**config.mk**
```make
export PLATFORM = sky130hd
export DESIGN_NAME = tnn_feature_loader
export DESIGN_NICKNAME = d
export VERILOG_FILES = /design/src/rtl/tnn_feature_loader.sv
export SDC_FILE = /design/constraint.sdc
export NUM_CORES = 1
export LEC_CHECK = 0
export CAP_MARGIN = 10
export CORE_MARGIN = 2
export CORE_UTILIZATION = 50
export DETAILED_ROUTE_END_ITERATION = 6
export PLACE_DENSITY = 0.8
export SETUP_SLACK_MARGIN = 0.3
export SLEW_MARGIN = 20
export SYNTH_ARGS = -nofsm -noshare
export SYNTH_HDL_FRONTEND = slang
export SYNTH_SLANG_ARGS = --single-unit
```
**constraint.sdc**
```tcl
create_clock -name clk -period 3.4 [get_ports clk]
set_input_delay 1.02 -clock clk [delete_from_list [all_inputs] [get_ports clk]]
set_output_delay 1.02 -clock clk [all_outputs]
set_load 0.005 [all_outputs]
```
**src/rtl/tnn_feature_loader.sv**
```systemverilog
// Serial-to-parallel feature loader wrapping a combinational TNN classifier.
// Packs one feature per handshake, holds the bus to let the classifier settle, then returns the class.
module tnn_feature_loader #(
  parameter int FEAT_CNT      = 19,
  parameter int FEAT_BITS     = 4,
  parameter int CLASS_CNT     = 3,
  parameter int SETTLE_CYCLES = 1,
  parameter int CNT_BITS      = 16,
  localparam int PW           = (CLASS_CNT > 1) ? $clog2(CLASS_CNT) : 1
) (
  input  logic                          clk,
  input  logic                          rst,
  input  logic [FEAT_BITS-1:0]          feat_in,
  input  logic                          feat_valid,
  input  logic                          feat_last,
  output logic                          feat_ready,
  output logic [FEAT_CNT*FEAT_BITS-1:0] features,
  input  logic [PW-1:0]                 prediction,
  output logic [PW-1:0]                 pred_out,
  output logic                          pred_valid,
  input  logic                          pred_ready,
  output logic [CNT_BITS-1:0]           frame_cnt,
  output logic                          frame_err
);

  localparam int IW = (FEAT_CNT > 1) ? $clog2(FEAT_CNT) : 1;
  localparam int SW = $clog2(SETTLE_CYCLES + 1);
  localparam logic [IW-1:0] IDX_LAST    = IW'(FEAT_CNT - 1);
  localparam logic [SW-1:0] SETTLE_LAST = SW'(SETTLE_CYCLES - 1);

  typedef enum logic [1:0] {
    S_LOAD,
    S_SETTLE,
    S_OUT
  } state_t;

  state_t                        r_state;
  logic [IW-1:0]                 r_idx;
  logic [SW-1:0]                 r_settle;
  logic                          r_feat_ready;
  logic [FEAT_CNT*FEAT_BITS-1:0] r_features;
  logic [PW-1:0]                 r_pred_out;
  logic                          r_pred_valid;
  logic [CNT_BITS-1:0]           r_frame_cnt;
  logic                          r_frame_err;

  // feat_ready is registered alongside the state so it is high exactly in LOAD
  always_ff @(posedge clk) begin
    if (rst) begin
      r_state      <= S_LOAD;
      r_idx        <= '0;
      r_settle     <= '0;
      r_feat_ready <= 1'b1;
      r_features   <= '0;
      r_pred_out   <= '0;
      r_pred_valid <= 1'b0;
      r_frame_cnt  <= '0;
      r_frame_err  <= 1'b0;
    end else begin
      case (r_state)
        S_LOAD: begin
          if (feat_valid) begin
            r_features[int'(r_idx)*FEAT_BITS +: FEAT_BITS] <= feat_in;
            if (r_idx == IDX_LAST) begin
              r_state      <= S_SETTLE;
              r_idx        <= '0;
              r_settle     <= '0;
              r_feat_ready <= 1'b0;
            end else if (feat_last) begin
              // short frame: drop it, the next frame overwrites the stale slots
              r_frame_err <= 1'b1;
              r_idx       <= '0;
            end else begin
              r_idx <= r_idx + 1'b1;
            end
          end
        end
        S_SETTLE: begin
          r_settle <= r_settle + 1'b1;
          if (r_settle == SETTLE_LAST) begin
            r_pred_out   <= prediction;
            r_pred_valid <= 1'b1;
            r_state      <= S_OUT;
          end
        end
        S_OUT: begin
          if (pred_ready) begin
            r_pred_valid <= 1'b0;
            r_frame_cnt  <= r_frame_cnt + 1'b1;
            r_feat_ready <= 1'b1;
            r_state      <= S_LOAD;
          end
        end
        default: begin
          r_state      <= S_LOAD;
          r_feat_ready <= 1'b1;
          r_pred_valid <= 1'b0;
        end
      endcase
    end
  end

  assign feat_ready = r_feat_ready;
  assign features   = r_features;
  assign pred_out   = r_pred_out;
  assign pred_valid = r_pred_valid;
  assign frame_cnt  = r_frame_cnt;
  assign frame_err  = r_frame_err;

endmodule

```
Word level (Yosys, flattened, before mapping)

Cells that the tools add are included.
W data, S select, Z words.

Flip-flop bits (word level): 105
Output and inout bits: 97

Bitwise logic cells: 4
Shift-type cells: 2
Reduce and logical (&&, ||, !) cells: 10
Multiplexer cells: 16
Add/subtract/negate cells: 4
Eq/ne operators: 7

Operators with widths:

| operator                  | number |
|---|---|
| $bwmux W76                | 1 |
| $shift A4 B33 Y76 const A | 1 |
| $shiftx A4 B33 Y76        | 1 |
| $neg A7 Y33               | 1 |
| $add A16 B1 Y16 const B   | 1 |
| $reduce_and A4 Y1         | 3 |
| $mux W5                   | 2 |
| $mux W2                   | 4 |
| $ne A2 B2 Y1 const B      | 4 |
| $pmux W1 S3               | 2 |
| $pmux W2 S3               | 1 |
| $reduce_and A2 Y1         | 3 |
| $reduce_and A3 Y1         | 2 |
| $add A5 B1 Y5 const B     | 1 |
| $eq A5 B5 Y1 const B      | 1 |
| $mux W1                   | 5 |
| $not A1 Y1                | 4 |
| $eq A2 B1 Y1 const B      | 1 |
| $eq A2 B2 Y1 const B      | 1 |
| $logic_not A2 Y1          | 1 |
| $pmux W1 S2               | 1 |
| $reduce_bool A2 Y1        | 1 |
| $add A1 B1 Y1 const B     | 1 |

Depth between registers and ports, before layout

Gate-level depths: netlist of the first run.

Depth after elaboration: 4
Mapped depth: 12
Mapped depth without buffers: 9

Worst setup path before layout of the first run

No wires, ideal clock.

Path kind: reg2reg
Start: register r_idx[0]
End: register r_features[72], in the netlist features[72]
Cell stages (with the launch flop): 13
Setup time: 0.128 ns
Path slack: 0.471 ns
Arrival: 2.802 ns
Required time: 3.272 ns
Cells stage by stage: dfxtp_1 -> clkbuf_1 -> inv_1 -> ha_1 -> buf_2 -> nor3b_1 -> ha_1 -> nor4b_4 -> nand4_1 -> or3_1 -> clkbuf_1 -> mux2i_1 -> nor2_1

Longest elaborated chain between the ends: 3

Ends and longest elaborated chain:

| item                                                           | line | RTL |
|---|---|---|
| start: declaration                                             | 38   | `logic [IW-1:0] r_idx;` |
| start signal: assignment                                       | 74   | `r_idx <= r_idx + 1'b1;` |
| $neg A7 Y33 (*)                                                | 63   | `r_features[int'(r_idx)*FEAT_BITS +: FEAT_BITS] <= feat_in;` |
| $shiftx A4 B33 Y76 / $shift A4 B33 Y76 (equally long branches) | 63   |  |
| $bwmux W76 (*)                                                 | 63   |  |
| end signal: indexed assignment                                 | 63   |  |
| end: declaration                                               | 41   | `logic [FEAT_CNT*FEAT_BITS-1:0] r_features;` |

Every way passes the cells marked *; elsewhere a longest branch is shown, timed or not.
A chain may end at the register's enable or synchronous reset.

Worst setup path in the final report of the first run

Start: input feat_valid
End: register r_features[51], in the netlist features[51]

Longest elaborated chain between the ends: 1

Ends and longest elaborated chain:

| item                               | line | RTL |
|---|---|---|
| start: declaration                 | 14   | `input logic feat_valid,` |
| $reduce_and A2 Y1 (no source line) | n/a  |  |

Every way passes these cells.

==> out/qor.txt, run 1 <==
vias per cell: 5.57
Post-Synthesis Cells: 522
Critical Setup Path Class: input port to flop
top-count cell post-synth: dfxtp_1
DP Area: 5750 µm²
Syn Nets: 538
Post-synth EDFFs: 0
Tot Pwr: 2.16 mW
TritonCTS clock tree: done
CTS sink cnt: 105
Die ar.: 9950 µm²
Synth area leader: dfxtp_1
Yosys top cell area share: 0.459
Synth Warn #: 0
final hold violations: 0
Critical Path Max Stage Delay: 0.54 ns
switching share of power: 0.234
Buf/Inv on CP: 1
starting DRC count in detailed routing: 148
Finished Cell Area: 5950 µm²
row cnt: 34
WP depth: 5
R2R cell count: 8
Comb pwr share: 0.066
Initial Util: 0.520
routability cong.: 0.883
Worst EP arrival: 3.04 ns
Clk network pwr share: 0.360
r2r setup slk: 0.66 ns
# Post-CTS Setup Buffers: 0
post_cts resized: 0
Ports: 108
nets: 639
worst vdd ir: 0.207 mV
vias in the first global route: 3965
Setup Skew: 0.0108 ns
Psw: 0.504 mW
DR WL/cell: 15.8 µm
Num CTS Buffers: 9
Worst EP required: 3.67 ns
post-route setup slack: 0.629 ns
antenna violations before repair: 0
Area growth, synth to finish: 29.8%
total gr overflow: 0
worst path cell trace: clkdlybuf4s50_1 -> or3b_2 -> nor3_2 -> nand4_1 -> o31ai_1
Post-synth top cells: 105 x dfxtp_1, 59 x nor2_1, 51 x nand2_1
Die Ht: 99.7 µm
final WL: 11.6 mm
LEAKAGE: 2.05 nW
dpl cells: 720
CP startpoint kind: input port
worst skew pair latency: 0.36 ns
top_reg_cell synth: dfxtp_1
Max Cap Violations: 0
Hold Buf Count CTS: 0
clk root buf: clkbuf_8
Min Clock Period, post-route: 2.77 ns
# H-tree levels: 3
clk buf depth: 2
RR Startpoint: r_idx[0]
DR pass1 iterations: 4
sequential share of power: 0.574
Worst setup endpoint: features[51]
Setup Slack @ Placement: 0.316 ns
Pwr Density: 362 nW/µm²
Synth async-reset ratio: 0
Final period util: 0.815
worst slew pin tran: 0.631 ns
outcome: finished, final reports clean
Die X: 99.7 µm
setup TNS: 0 ns
slew margin rel.: 0.578
mean post-synth cell area: 8.78 µm²
Detailed Place HPWL: 8.51 mm
reg2reg end: features[32]
fin cells: 736
Yosys cell types: 45
CP max FO: 8
CP max stage cell: clkdlybuf4s50_1
first-pass GRT wire length: 19.0 mm
final-report setup violation count: 0
top cells by area, synth: dfxtp_1 46%, mux2i_1 7.2%, nor2_1 4.8%
CORE AREA: 8810 µm²
Clk pin slew, worst setup/hold paths: 0.10 ns
ratio of cells with drive above 1 in the final layout: 0.0685
worst hold-check path type: flop to flop
number of port buffers: 107
RSZ-0062 raised after global routing: no
Vias: 4101
Pint: 1.65 mW
Top Family by Delay on Critical Path: simple AND/OR/NAND/NOR gates
worst setup path start: feat_valid
Ant. Diodes: 0
largest net degree at the start of global routing: 56
Worst setup EP type: flop
antenna viol nets, final: 0
Syn Std Cell Area: 4580 µm²
Max Slew Vio Count: 0
fmax: 361 MHz
sequential-to-total area share from yosys stat: 0.459
Residual DRC: 0
Total GRT Usage: 0.234
flop and latch count out of synthesis: 105
## final cells by class
cell class,instances,area [µm²]
Clock buffer,12,145
Clock inverter,4,51.3
Fill cell,740,2860
Inverter,6,22.5
Multi-Input combinational cell,382,2330
Sequential cell,105,2100
Tap cell,108,135
Timing Repair Buffer,119,1160
## flip-flops by register name, indices dropped and copies added (netlist names)
name        cells
pred_out        2
r_state         2
frame_cnt      16
r_settle        1
frame_err       1
feat_ready      1
pred_valid      1
r_idx           5
features       76
## worst min path at each step
| stage | startpoint | endpoint | slack [ns] | depth (start not counted) |
|---|---|---|---|---|
| 2_1_floorplan | features[36] | features[36] | 0.45 | 2 |
| 3_3_place_gp | features[56] | features[56] | 0.44 | 2 |
| 3_5_place_dp | features[68] | features[68] | 0.45 | 2 |
| 4_1_cts | features[24] | features[24] | 0.46 | 2 |
| 5_1_grt | features[57] | features[57] | 0.48 | 2 |
| 6_report | features[24] | features[24] | 0.46 | 2 |
## metal layers
layer | part of all wire | wire length [µm] | vias to the layer above | GRT usage
li1 | - | - | 2017 | -
met1 | 0.44 | 5110 | 1941 | 0.299
met2 | 0.48 | 5620 | 124 | 0.395
met3 | 0.059 | 687 | 19 | 0.0450
met4 | 0.019 | 224 | 0 | 0.0822
met5 | 0 | 0 | - | 0
## worst min-delay path, stage by stage (launching register included)
cell and delay, ns:
dfxtp_1 0.32, nand2_1 0.05, a21oi_1 0.05
## power groups by stage
stage	Clock (mW)	Combinational, mW	Sequential (mW)
after floorplan	0	0.0864	1.27
after global placement	0	0.137	1.27
after detailed placement	0	0.139	1.27
after CTS	0.785	0.140	1.24
after global routing	0.831	0.153	1.24
final	0.777	0.142	1.24
## logic make-up (layout without fill, tap and decap cells)
group | Yosys count | in the layout | share of synthesized area
xor+xnor | 18 | 18 | 0.0344
buf+inv | 35 | 141 | 0.0317
fa+ha+maj | 5 | 5 | 0.0137
simple gates | 251 | 251 | 0.295
mux | 33 | 33 | 0.0721
flops | 105 | 105 | 0.459
compound gates | 75 | 75 | 0.0942
## per-stage QoR
stage               hold WS [ns]   util
finish                     0.457  0.675
CTS                        0.460  0.675
global route               0.484  0.675
detailed placement         0.446  0.653
floorplan                  0.448      -
global placement           0.442  0.653
## layout by cell type, fill, tap and decap left out, types with 3 or more instances in the layout
| cell type | n |
|---|---|
| a21oi_1 | 38 |
| mux2i_1 | 33 |
| xor2_1 | 13 |
| xnor2_1 | 5 |
| nor2b_1 | 3 |
| nor3_2 | 4 |
| nand2_1 | 51 |
| nand3b_1 | 16 |
| buf_4 | 12 |
| ha_1 | 5 |
| o21ai_0 | 21 |
| o31ai_2 | 3 |
| dfxtp_1 | 105 |
| o31ai_1 | 7 |
| nor3b_1 | 7 |
| or3_1 | 9 |
| clkbuf_8 | 10 |
| nand2b_1 | 23 |
| and3_1 | 7 |
| nand4_1 | 12 |
| and2_1 | 5 |
| nand3_1 | 31 |
| inv_1 | 6 |
| nor2_1 | 59 |
| clkdlybuf4s50_1 | 106 |
| nor3_1 | 8 |
Power figures use the tool's default switching activity.
==> run 2: changes to the inputs <==
--- a/config.mk
+++ b/config.mk
@@ -7,9 +7,9 @@
 export LEC_CHECK = 0
 export CAP_MARGIN = 10
 export CORE_MARGIN = 2
-export CORE_UTILIZATION = 50
+export CORE_UTILIZATION = 45
 export DETAILED_ROUTE_END_ITERATION = 6
-export PLACE_DENSITY = 0.8
+export PLACE_DENSITY = 0.76
 export SETUP_SLACK_MARGIN = 0.3
 export SLEW_MARGIN = 20
 export SYNTH_ARGS = -nofsm -noshare
==> constraint.sdc (replaced) <==
create_clock -name clk -period 2.3 [get_ports clk]
set_input_delay 0.69 -clock clk [delete_from_list [all_inputs] [get_ports clk]]
set_output_delay 0.69 -clock clk [all_outputs]
set_load 0.005 [all_outputs]
==> run 2 against run 1 <==
  * Wire length increased by 19%
  * Die area increased by 11%
  * Sequential power increased by 48%
  * Critical path type is now flop to flop
  * Critical endpoint is now features[23]
  * Largest power group unchanged
==> out/qor.txt, run 2 (same netlist as run 1, synthesis figures left out) <==
setup TNS: 0 ns
Area growth, synth to finish: 51.9%
DP Area: 6160 µm²
CORE AREA: 9820 µm²
clk root buf: clkbuf_8
TritonCTS clock tree: done
most used cell, CP: ha_4
DR pass1 iterations: 5
Clk pin slew, worst setup/hold paths: 0.11 ns
Detailed Place HPWL: 9.02 mm
DR WL/cell: 16.9 µm
outcome: finished, final reports clean
worst path cell trace: inv_4 -> ha_4 -> nor3b_4 -> ha_4 -> nor4b_4 -> nand2_1 -> buf_6 -> nor3_4 -> buf_4 -> nand4_1 -> o21ai_0
first-pass GRT wire length: 21.2 mm
Residual DRC: 0
Ports: 108
CP startpoint kind: flop
commonest cells after routing, fill and taps aside: 101 x clkdlybuf4s50_1, 88 x dfxtp_1, 52 x buf_4
Hold Crit Start: features[41]
Ant. Diodes: 0
fin cells: 820
worst vdd ir: 0.342 mV
Critical Setup Path Class: flop to flop
commonest non-fill, non-tap cell in the layout: clkdlybuf4s50_1
Pwr Density: 468 nW/µm²
worst slew pin tran: 0.582 ns
worst hold-check path type: flop to flop
Final period util: 0.977
CTS sink cnt: 105
Worst EP arrival: 2.55 ns
worst setup path start: r_idx[0]
starting DRC count in detailed routing: 247
RR Startpoint: r_idx[0]
row cnt: 36
Max Cap Violations: 0
slew margin rel.: 0.609
number of port buffers: 107
CP max FO: 4
Min Clock Period, post-route: 2.25 ns
Num CTS Buffers: 9
vias per cell: 5.50
Max Slew Vio Count: 0
final hold slack: 0.461 ns
Die X: 105 µm
CP max stage cell: dfxtp_4
nets: 698
Vias: 4512
worst skew pair latency: 0.38 ns
routability cong.: 0.859
ratio of cells with drive above 1 in the final layout: 0.275
dpl cells: 778
Hold Buf Count CTS: 0
antenna violations before repair: 0
Setup Skew: 0.0109 ns
RSZ-0062 raised after global routing: yes
total gr overflow: 0
Die ar.: 11000 µm²
Initial Util: 0.467
Worst setup EP type: flop
max reg flops: 76
Worst EP required: 2.61 ns
vias in the first global route: 4270
LEAKAGE: 2.58 nW
Die Ht: 105 µm
final-report setup violation count: 0
Tot Pwr: 3.25 mW
Buf/Inv on CP: 3
Critical Path Max Stage Delay: 0.38 ns
final hold violations: 0
fmax: 445 MHz
clk buf depth: 2
Finished Cell Area: 6960 µm²
final WL: 13.8 mm
# H-tree levels: 3
Top Family by Delay on Critical Path: simple AND/OR/NAND/NOR gates
largest net degree at the start of global routing: 105
antenna viol nets, final: 0
Total GRT Usage: 0.237
run 2: changes by cell type in the layout (fill, tap and decap cells not counted), sizes merged:
cell / previous run / this run
dlymetal6s2s: 0 / 4
clkbuf: 12 / 10
clkdlybuf4s50: 106 / 101
dlygate4sd2: 0 / 1
inv: 7 / 10
buf: 13 / 72
bufinv: 1 / 0
run 2: where the power goes:
group / internal, mW / switching [mW] / leakage (nW) / total (mW)
Sequential: 1.82 / 0.00516 / 0.856 / 1.83
Clock: 0.438 / 0.666 / 0.0941 / 1.10
Combinational: 0.141 / 0.184 / 1.63 / 0.325
run 2: tightest hold or removal path: cells and delay by family, from the launching register on:
kind            cells  cell delay (ns)
compound gates      1             0.05
flops               1             0.32
simple gates        1             0.05
run 2: layout make-up:
type                            instances  area [µm²]
Fill cell                             744        2860
Multi-Input combinational cell        382        2750
Tap cell                              133         166
Sequential cell                       105        2130
Clock inverter                          6        47.5
Inverter                                6        27.5
Clock buffer                           10         138
Timing Repair Buffer                  178        1700
run 2: worst paths after layout:
path                  end  slack [ns]  cells past startpoint
max          features[23]        0.05                     11
min          features[41]        0.46                      2
max reg2reg  features[23]        0.05                     11
min reg2reg  features[41]        0.46                      2
run 2: repair_timing:
| item | 4_1_cts | 5_1_grt |
|---|---|---|
| pin swaps | 35 | 27 |
| gates resized for setup | 61 | 64 |
| buffers inserted | 9 | 17 |
| endpoints found under the setup margin | 83 | 98 |
run 2: through the flow:
step / utilization / worst slack, ns
final: 0.709 / 0.0535
after global routing: 0.709 / -0.0290
after CTS: 0.676 / 0.120
after detailed placement: 0.628 / -0.356
after global placement: 0.628 / -0.302
after floorplan: - / -0.354
run 2: metal layers:
metal / routed length (µm) / vias to the layer above / global-route usage
met5: 0 / - / 0
met4: 289 / 0 / 0.0790
li1: - / 2140 / -
met2: 7000 / 167 / 0.408
met1: 5590 / 2178 / 0.283
met3: 954 / 27 / 0.0699
==> run 3: changes to the inputs <==
--- a/config.mk
+++ b/config.mk
@@ -6,7 +6,7 @@
 export NUM_CORES = 1
 export LEC_CHECK = 0
 export CAP_MARGIN = 10
-export CORE_MARGIN = 2
+export CORE_MARGIN = 1
 export CORE_UTILIZATION = 45
 export DETAILED_ROUTE_END_ITERATION = 6
 export PLACE_DENSITY = 0.76
==> run 3 against run 2 <==
  * Flip-flop and latch count stayed put
  * Non-clock buffer count is 2 lower
  * Critical path depth stayed put
  * Design area is 0.79% lower
  * Clock skew is 0.0020 ns lower
  * Cell count is 0.24% lower
  * Hold slack better by 0.00092 ns
  * Worst setup slack better by 0.023 ns
  * Global-route usage is 0.53 points higher
  * Critical endpoint unchanged
  * Largest power group unchanged
  * Highest routed layer unchanged
==> out/qor.txt, run 3 (same netlist as run 1, synthesis figures left out) <==
commonest non-fill, non-tap cell in the layout: clkdlybuf4s50_1
Worst setup EP type: flop
CP max FO: 5
Die Ht: 103 µm
Pwr Density: 471 nW/µm²
Worst EP arrival: 2.53 ns
dpl cells: 777
Buf/Inv on CP: 3
worst vdd ir: 0.260 mV
Area growth, synth to finish: 50.7%
Worst EP required: 2.61 ns
slew margin rel.: 0.553
final WL: 13.4 mm
worst hold-check path type: flop to flop
Tot Pwr: 3.25 mW
GRT met1 Usage: 0.302
Final period util: 0.967
worst slew pin tran: 0.668 ns
Hold Buf Count CTS: 0
RR Startpoint: r_idx[0]
total gr overflow: 0
Clk pin slew, worst setup/hold paths: 0.11 ns
r2r setup slk: 0.08 ns
setup TNS: 0 ns
area occupied by multi-input gates: 2760 µm²
Critical Path Max Stage Delay: 0.37 ns
Die ar.: 10600 µm²
DR WL/cell: 16.4 µm
Worst Hold Endpoint: features[37]
Critical Setup Path Class: flop to flop
Finished Cell Area: 6900 µm²
Initial Util: 0.467
antenna viol nets, final: 0
Max Slew Vio Count: 0
final hold violations: 0
fmax: 450 MHz
vias per cell: 5.43
Hold Crit Depth: 2
Max Cap Violations: 0
number of port buffers: 107
clk root buf: clkbuf_8
Min Clock Period, post-route: 2.22 ns
worst setup path start: r_idx[0]
row cnt: 36
RSZ-0062 raised after global routing: yes
first-pass GRT wire length: 19.7 mm
clk buf depth: 2
starting DRC count in detailed routing: 311
CP startpoint kind: flop
DR pass1 iterations: 5
fin cells: 818
Ports: 108
routability cong.: 0.807
Vias: 4444
final hold slack: 0.462 ns
Ant. Diodes: 0
worst skew pair latency: 0.37 ns
GR Util met3: 0.0508
Setup Skew: 0.00894 ns
most used cell, CP: ha_4
Fillers: 740
R2R cell count: 11
# H-tree levels: 3
max reg flops: 76
outcome: finished, final reports clean
TritonCTS clock tree: done
Reg area: 2130 µm²
Residual DRC: 0
Total GRT Usage: 0.243
LEAKAGE: 2.49 nW
reg2reg end: features[23]
nets: 696
ratio of cells with drive above 1 in the final layout: 0.269
final-report setup violation count: 0
Detailed Place HPWL: 8.85 mm
gr busiest metal: met2
met2 Track Usage GR: 0.406
antenna violations before repair: 0
CTS sink cnt: 105
Die X: 103 µm
worst path cell trace: inv_4 -> ha_4 -> nor3b_4 -> ha_4 -> nor4b_4 -> nand2_1 -> buf_6 -> nor3_4 -> buf_4 -> nand4_1 -> o21ai_0
Top Family by Delay on Critical Path: simple AND/OR/NAND/NOR gates
DP Area: 6160 µm²
CORE AREA: 9820 µm²
CP max stage cell: dfxtp_4
Hold Crit Start: features[37]
commonest cells after routing, fill and taps aside: 105 x clkdlybuf4s50_1, 90 x dfxtp_1, 57 x buf_4
vias in the first global route: 4029
largest net degree at the start of global routing: 105
Num CTS Buffers: 9
[run 3: cell type report]
class                      count  share of cell area
multi-input combinational    382               0.400
sequential                   105               0.308
timing repair buffer         176               0.237
tap                          133              0.0241
clock buffer                  10              0.0199
clock inverter                 6             0.00689
inverter                       6             0.00399
[run 3: metal layers]
metal	up-vias	share of wire
li1	2132	-
met1	2121	0.42
met2	165	0.49
met3	26	0.062
met4	0	0.022
met5	-	0
[run 3: worst max path at each step]
stage | to | cells after the start
after floorplan | features[72] | 12
after global placement | features[50] | 6
after detailed placement | features[15] | 5
after CTS | features[64] | 10
after global routing | features[23] | 11
final | features[23] | 11
[run 3: tightest hold or removal path: stages, from the launching register on]
cell,delay (ns)
dfxtp_1,0.32
nand2_1,0.05
a21oi_1,0.05
[run 3: through the flow]
step | worst slack, ns | util
final | 0.0762 | 0.703
after global routing | -0.0398 | 0.703
after CTS | 0.132 | 0.673
after detailed placement | -0.361 | 0.627
after global placement | -0.288 | 0.627
after floorplan | -0.354 | -
[run 3: repair_timing]
| item | in CTS | in global routing |
|---|---|---|
| gates cloned | 0 | 0 |
| pin swaps | 35 | 24 |
| setup endpoints to repair | 82 | 89 |
| buffers inserted | 8 | 17 |
| gates resized for setup | 56 | 46 |
[run 3: power by group]
part	leakage (nW)	switching (mW)	internal, mW
Sequential	0.853	0.00445	1.82
Combinational	1.55	0.185	0.139
Clock	0.0937	0.662	0.436
Total	2.49	0.852	2.40
